### src/rtl/instr_encoder_if.sv
// Handshake bundle between the instruction producer, the encoder and the
// instruction-memory writer.
interface instr_encoder_if;
  logic        in_valid;
  logic        in_ready;
  logic [2:0]  in_class;
  logic [4:0]  in_func;
  logic [23:0] in_operand;
  logic        out_valid;
  logic        out_ready;
  logic [31:0] out_instr;
  logic [7:0]  out_addr;

  // master: the environment driving requests and consuming words
  modport master (
    output in_valid, in_class, in_func, in_operand, out_ready,
    input  in_ready, out_valid, out_instr, out_addr
  );

  // slave: the encoder itself
  modport slave (
    input  in_valid, in_class, in_func, in_operand, out_ready,
    output in_ready, out_valid, out_instr, out_addr
  );
endinterface

### src/rtl/instr_encoder.sv
// Packs instruction requests into 32-bit words, queues them in a 4-entry FIFO
// and tags each delivered word with an auto-incrementing address.
// Define ENC_LEGALITY_CHECK_EN to drop illegal class/func pairs and count them.
module instr_encoder (
  input  logic           clock,
  input  logic           reset_n,
  instr_encoder_if.slave bus,
  input  logic           addr_load,
  input  logic [7:0]     addr_value,
  output logic [7:0]     err_count
);
  localparam int DEPTH = 4;

  logic [2:0]       count_reg;
  logic [2:0]       count_next;
  logic [1:0]       wr_ptr_reg;
  logic [1:0]       rd_ptr_reg;
  logic [7:0]       addr_reg;
  logic [7:0]       addr_next;
  logic             live_reg;
  logic [31:0]      mem_reg [DEPTH];
  logic [DEPTH-1:0] wr_en;

  logic        fifo_full;
  logic        fifo_empty;
  logic        accept;
  logic        push;
  logic        pop;
  logic        word_legal;
  logic [31:0] word;

  assign fifo_full  = (count_reg == 3'(DEPTH));
  assign fifo_empty = (count_reg == 3'd0);
  assign word       = {bus.in_class, bus.in_func, bus.in_operand};

  // live_reg keeps the first edge after reset release free of any transfer
  assign accept = live_reg && bus.in_valid && !fifo_full;
  assign push   = accept && word_legal;
  assign pop    = live_reg && !fifo_empty && bus.out_ready;

`ifdef ENC_LEGALITY_CHECK_EN
  logic [7:0] err_reg;

  function automatic logic is_legal(input logic [2:0] cls, input logic [4:0] fn);
    logic ok;
    ok = 1'b0;
    case (cls)
      3'b001:  ok = fn[4] || (fn inside {5'd0, 5'd1, 5'd3, 5'd4, 5'd5, 5'd6, 5'd8, 5'd9});
      3'b100:  ok = (fn == 5'd0) || (fn == 5'd1);
      3'b010:  ok = (fn == 5'd2);
      3'b000:  ok = (fn == 5'd0);
      3'b101:  ok = (fn <= 5'd4);
      default: ok = 1'b0;
    endcase
    return ok;
  endfunction

  assign word_legal = is_legal(bus.in_class, bus.in_func);

  always_ff @(posedge clock or negedge reset_n) begin
    if (!reset_n) begin
      err_reg <= 8'd0;
    end else if (accept && !word_legal && (err_reg != 8'hFF)) begin
      err_reg <= err_reg + 8'd1;
    end
  end

  assign err_count = err_reg;
`else
  assign word_legal = 1'b1;
  assign err_count  = 8'd0;
`endif

  always_comb begin
    count_next = count_reg;
    case ({push, pop})
      2'b10:   count_next = count_reg + 3'd1;
      2'b01:   count_next = count_reg - 3'd1;
      default: count_next = count_reg;
    endcase

    // a load wins over the pop increment; the popped word still leaves
    addr_next = addr_reg;
    if (addr_load) begin
      addr_next = addr_value;
    end else if (pop) begin
      addr_next = addr_reg + 8'd1;
    end
  end

  always_ff @(posedge clock or negedge reset_n) begin
    if (!reset_n) begin
      count_reg  <= 3'd0;
      wr_ptr_reg <= 2'd0;
      rd_ptr_reg <= 2'd0;
      addr_reg   <= 8'd0;
      live_reg   <= 1'b0;
    end else begin
      live_reg  <= 1'b1;
      count_reg <= count_next;
      addr_reg  <= addr_next;
      if (push) begin
        wr_ptr_reg <= wr_ptr_reg + 2'd1;
      end
      if (pop) begin
        rd_ptr_reg <= rd_ptr_reg + 2'd1;
      end
    end
  end

  generate
    for (genvar gi = 0; gi < DEPTH; gi++) begin : g_wr_en
      assign wr_en[gi] = push && (wr_ptr_reg == 2'(gi));
    end
  endgenerate

  // storage needs no reset: stale entries are masked by the occupancy count
  always_ff @(posedge clock) begin
    for (int i = 0; i < DEPTH; i++) begin
      if (wr_en[i]) begin
        mem_reg[i] <= word;
      end
    end
  end

  assign bus.in_ready  = !fifo_full;
  assign bus.out_valid = !fifo_empty;
  assign bus.out_instr = fifo_empty ? 32'h0 : mem_reg[rd_ptr_reg];
  assign bus.out_addr  = addr_reg;
endmodule

### src/flat_wrapper.sv
// flat-port wrapper written by rule: the top's interface ports become plain ports
module instr_encoder_flat 
  (clock, reset_n, addr_load, addr_value, err_count, bus_in_valid, bus_in_class, bus_in_func, bus_in_operand, bus_out_ready, bus_in_ready, bus_out_valid, bus_out_instr, bus_out_addr);
  instr_encoder_if bus_i ();
  input  logic clock;
  input  logic reset_n;
  input  logic addr_load;
  input  logic [7:0] addr_value;
  output logic [7:0] err_count;
  input wire logic [$bits(bus_i.in_valid)-1:0] bus_in_valid;
  input wire logic [$bits(bus_i.in_class)-1:0] bus_in_class;
  input wire logic [$bits(bus_i.in_func)-1:0] bus_in_func;
  input wire logic [$bits(bus_i.in_operand)-1:0] bus_in_operand;
  input wire logic [$bits(bus_i.out_ready)-1:0] bus_out_ready;
  output wire logic [$bits(bus_i.in_ready)-1:0] bus_in_ready;
  output wire logic [$bits(bus_i.out_valid)-1:0] bus_out_valid;
  output wire logic [$bits(bus_i.out_instr)-1:0] bus_out_instr;
  output wire logic [$bits(bus_i.out_addr)-1:0] bus_out_addr;
  assign bus_i.in_valid = bus_in_valid;
  assign bus_i.in_class = bus_in_class;
  assign bus_i.in_func = bus_in_func;
  assign bus_i.in_operand = bus_in_operand;
  assign bus_i.out_ready = bus_out_ready;
  assign bus_in_ready = bus_i.in_ready;
  assign bus_out_valid = bus_i.out_valid;
  assign bus_out_instr = bus_i.out_instr;
  assign bus_out_addr = bus_i.out_addr;
  instr_encoder u_core (.clock(clock), .reset_n(reset_n), .bus(bus_i), .addr_load(addr_load), .addr_value(addr_value), .err_count(err_count));
endmodule
### config.mk
export PLATFORM = sky130hd
export DESIGN_NAME = instr_encoder_flat
export DESIGN_NICKNAME = d
export VERILOG_FILES = /design/src/rtl/instr_encoder_if.sv /design/src/rtl/instr_encoder.sv /design/src/flat_wrapper.sv
export SDC_FILE = /design/constraint.sdc
export NUM_CORES = 1
export LEC_CHECK = 0
export CELL_PAD_IN_SITES_DETAIL_PLACEMENT = 1
export CELL_PAD_IN_SITES_GLOBAL_PLACEMENT = 1
export CORE_MARGIN = 8
export CORE_UTILIZATION = 49
export DETAILED_ROUTE_END_ITERATION = 8
export PLACE_DENSITY = 0.91
export SLEW_MARGIN = 10
export SYNTH_ARGS = -nofsm -noshare
export SYNTH_HDL_FRONTEND = slang
export SYNTH_SLANG_ARGS = --single-unit
export TNS_END_PERCENT = 5
### constraint.sdc
create_clock -name clock -period 6.74 [get_ports clock]
set_clock_uncertainty 0.05 [all_clocks]
set_input_delay 0.674 -clock clock [delete_from_list [all_inputs] [get_ports clock]]
set_output_delay 0.674 -clock clock [all_outputs]
set_load 0.1 [all_outputs]
==> impl_metrics.tcl <==
set metrics [dict create \
    outcome "finished, final reports clean" \
    synth_edf_count 128 \
    syn_inst 306 \
    min_period_ns 3.929 \
    syn_avg_cell_area_sq_um 19.11 \
    cp.required_ns 6.02 \
    die_w_um 125.2 \
    setup_viol 0 \
    yosysTopAreaCell "edfxtp_1" \
    cap_violations 0 \
    gp_congestion 0.7687 \
    yosysWarnings 0 \
    htree_levels 4 \
    slew_viol_final 0 \
    syn_area_sq_um 5847 \
    seq_area_frac_synth_pct 72.59 \
    die-area_sq_um 15680 \
    start_kind "flip-flop" \
    start_util_pct 49.50 \
    startpoint "u_core.count_reg[2]" \
    num-nets-final 450 \
    path_class "reg -> out" \
    worstPathCellList "nor3_4 -> inv_1 -> and2_1 -> clkdlybuf4s50_1" \
    antenna_found_initial 1 \
    final_antenna_net_count 0 \
    cts_buffers 17 \
    finish.utilization_pct 62.48 \
    drive_gt1_share_pct 17.56 \
    relSlewSlack_pct 32.90 \
    drt-total-wl_mm 12.21 \
    grt_max_degree 35 \
    grt.total_usage_pct 16.58 \
    cts_resized 0 \
    worst_slew_pin_slew_ns 1.003 \
    min_path_type "reg -> reg" \
    wl_per_cell_um 21.91 \
    die_h_um 125.2 \
    period_share_pct 58.30 \
    num_vias 3057 \
    routed_via_density 5.488 \
    syn_to_final_growth_pct 26.21 \
    clk_path_buf_depth 2 \
    cp_slowest_cell "clkdlybuf4s50_1" \
    cp-end-kind "primary output" \
    pin_count 95 \
    reg2reg_from "u_core.count_reg[1]" \
    drt_iter0_markers 235 \
    cts_setup_buffers 0 \
    cp_slowest_stage_delay_ns 1.15 \
    synth_ff_type "edfxtp_1" \
    diodes 0 \
    cts_tree "yes" \
    clk_latency_ns 0.42 \
    crit_fanout 33 \
    grt_overflow_total 0 \
    final_common_cell "edfxtp_1" \
    grt_pass1_vias 3494 \
    cts_root_buf "clkbuf_16" \
    numPortBuffers 86 \
    synth_seq_cells 144 \
    rsz0062_at_grt "false" \
    finalInstanceArea_sq_um 7380 \
    first_pass_iters 4 \
    core_sq_um 11810 \
    clock_sinks 144 \
    layout_common_cells "edfxtp_1 (128), clkdlybuf4s50_1 (86), mux4_2 (32), and2_1 (32), clkbuf_16 (17)" \
    path_clk_slew_ns 0.05 \
    ys_types 38 \
    hold_start "u_core.wr_ptr_reg[1]" \
    grt_pass1_wl_mm 19.64 \
    synth_area_leaders "edfxtp_1 (66%), mux4_2 (12%), dfrtp_1 (6.8%), and2_1 (3.9%), buf_4 (1.3%)" \
    drcViolationCount 0 \
    postCtsHoldBufs 0 \
    arrival_ns 3.21 \
    synth_top_area_share_pct 65.74 \
    fmax_ghz 0.2545 \
    largest_reg_flops 128 \
    synth-async-reset-ratio_pct 11.11 \
    placementRows 40 \
    final_hold_viol_count 0 \
    dp_hpwl_mm 7.513 \
    place_area_sq_um 6800 \
    setup_tns_ns 0 \
]
-- per-stage QoR --
step / cells / worst slack (ns) / hold WS (ns)
6_report: 557 / 2.811 / 0.5309
2_1_floorplan: 313 / 3.485 / 0.3284
3_5_place_dp: 526 / 2.992 / 0.5171
5_1_grt: 557 / 2.625 / 0.5434
3_3_place_gp: 526 / 3.025 / 0.5010
4_1_cts: 557 / 2.544 / 0.5297
-- layer usage --
layer	track usage (%)	vias to the layer above	wire (um)
li1	-	1365	-
met1	20.03	1566	5166
met2	26.56	108	6013
met3	6.672	16	877
met4	5.659	2	140
met5	0	-	8
-- critical path, delay by kind of cell (launching register included) --
| family | cells | cell delay, ns |
|---|---|---|
| and+or+nand+nor | 2 | 0.42 |
| DFF | 1 | 0.51 |
| buffers and inverters | 2 | 1.86 |
-- path summary, 6_finish.rpt --
path / end / slack, ns / cells after the start
max: bus_out_instr[31] / 2.81 / 4
min: u_core.wr_ptr_reg[1] / 0.53 / 1
min reg2reg: u_core.wr_ptr_reg[1] / 0.53 / 1
min in group asynchronous: u_core.bus.out_addr[3] / 0.66 / 1
max in group asynchronous: u_core.rd_ptr_reg[0] / 5.40 / 1
max reg2reg: u_core.mem_reg[2][1] / 4.27 / 3
-- cells by family (layout without fill, tap and decap cells) --
logic type | Yosys count | count (layout) | synth area share, %
AOI/OAI and AO/OA | 17 | 17 | 2.204
xor gates and xnor gates | 7 | 7 | 1.049
adders and majority gates | 7 | 7 | 1.626
buffers and inverters | 30 | 127 | 2.782
DFF | 144 | 144 | 72.59
muxes | 34 | 34 | 12.69
other | 2 | 9 | 0.1284
and+or+nand+nor | 65 | 65 | 6.934
-- cells in the mapped netlist, drive strengths merged, types with 5 or more instances --
cell / n
edfxtp: 128
and2: 36
mux4: 32
dfrtp: 16
buf: 15
inv: 10
ha: 6
nand2: 6
nor2: 6
o21ai: 6
clkbuf: 5
xnor2: 5
-- cell type report --
| type | count | area (sq um) |
|---|---|---|
| well taps | 147 | 183.9 |
| clock buffers | 19 | 432.9 |
| flip-flops and latches | 144 | 4249 |
| multi-input cells | 139 | 1471 |
| clock inverters | 12 | 143.9 |
| inverters | 10 | 37.54 |
| fillers | 1053 | 4432 |
| repair buffers | 86 | 860.8 |
Power is left out: the tool's default activity adds up to more than one toggle a clock period on the data nets, which glitch-free logic cannot reach.
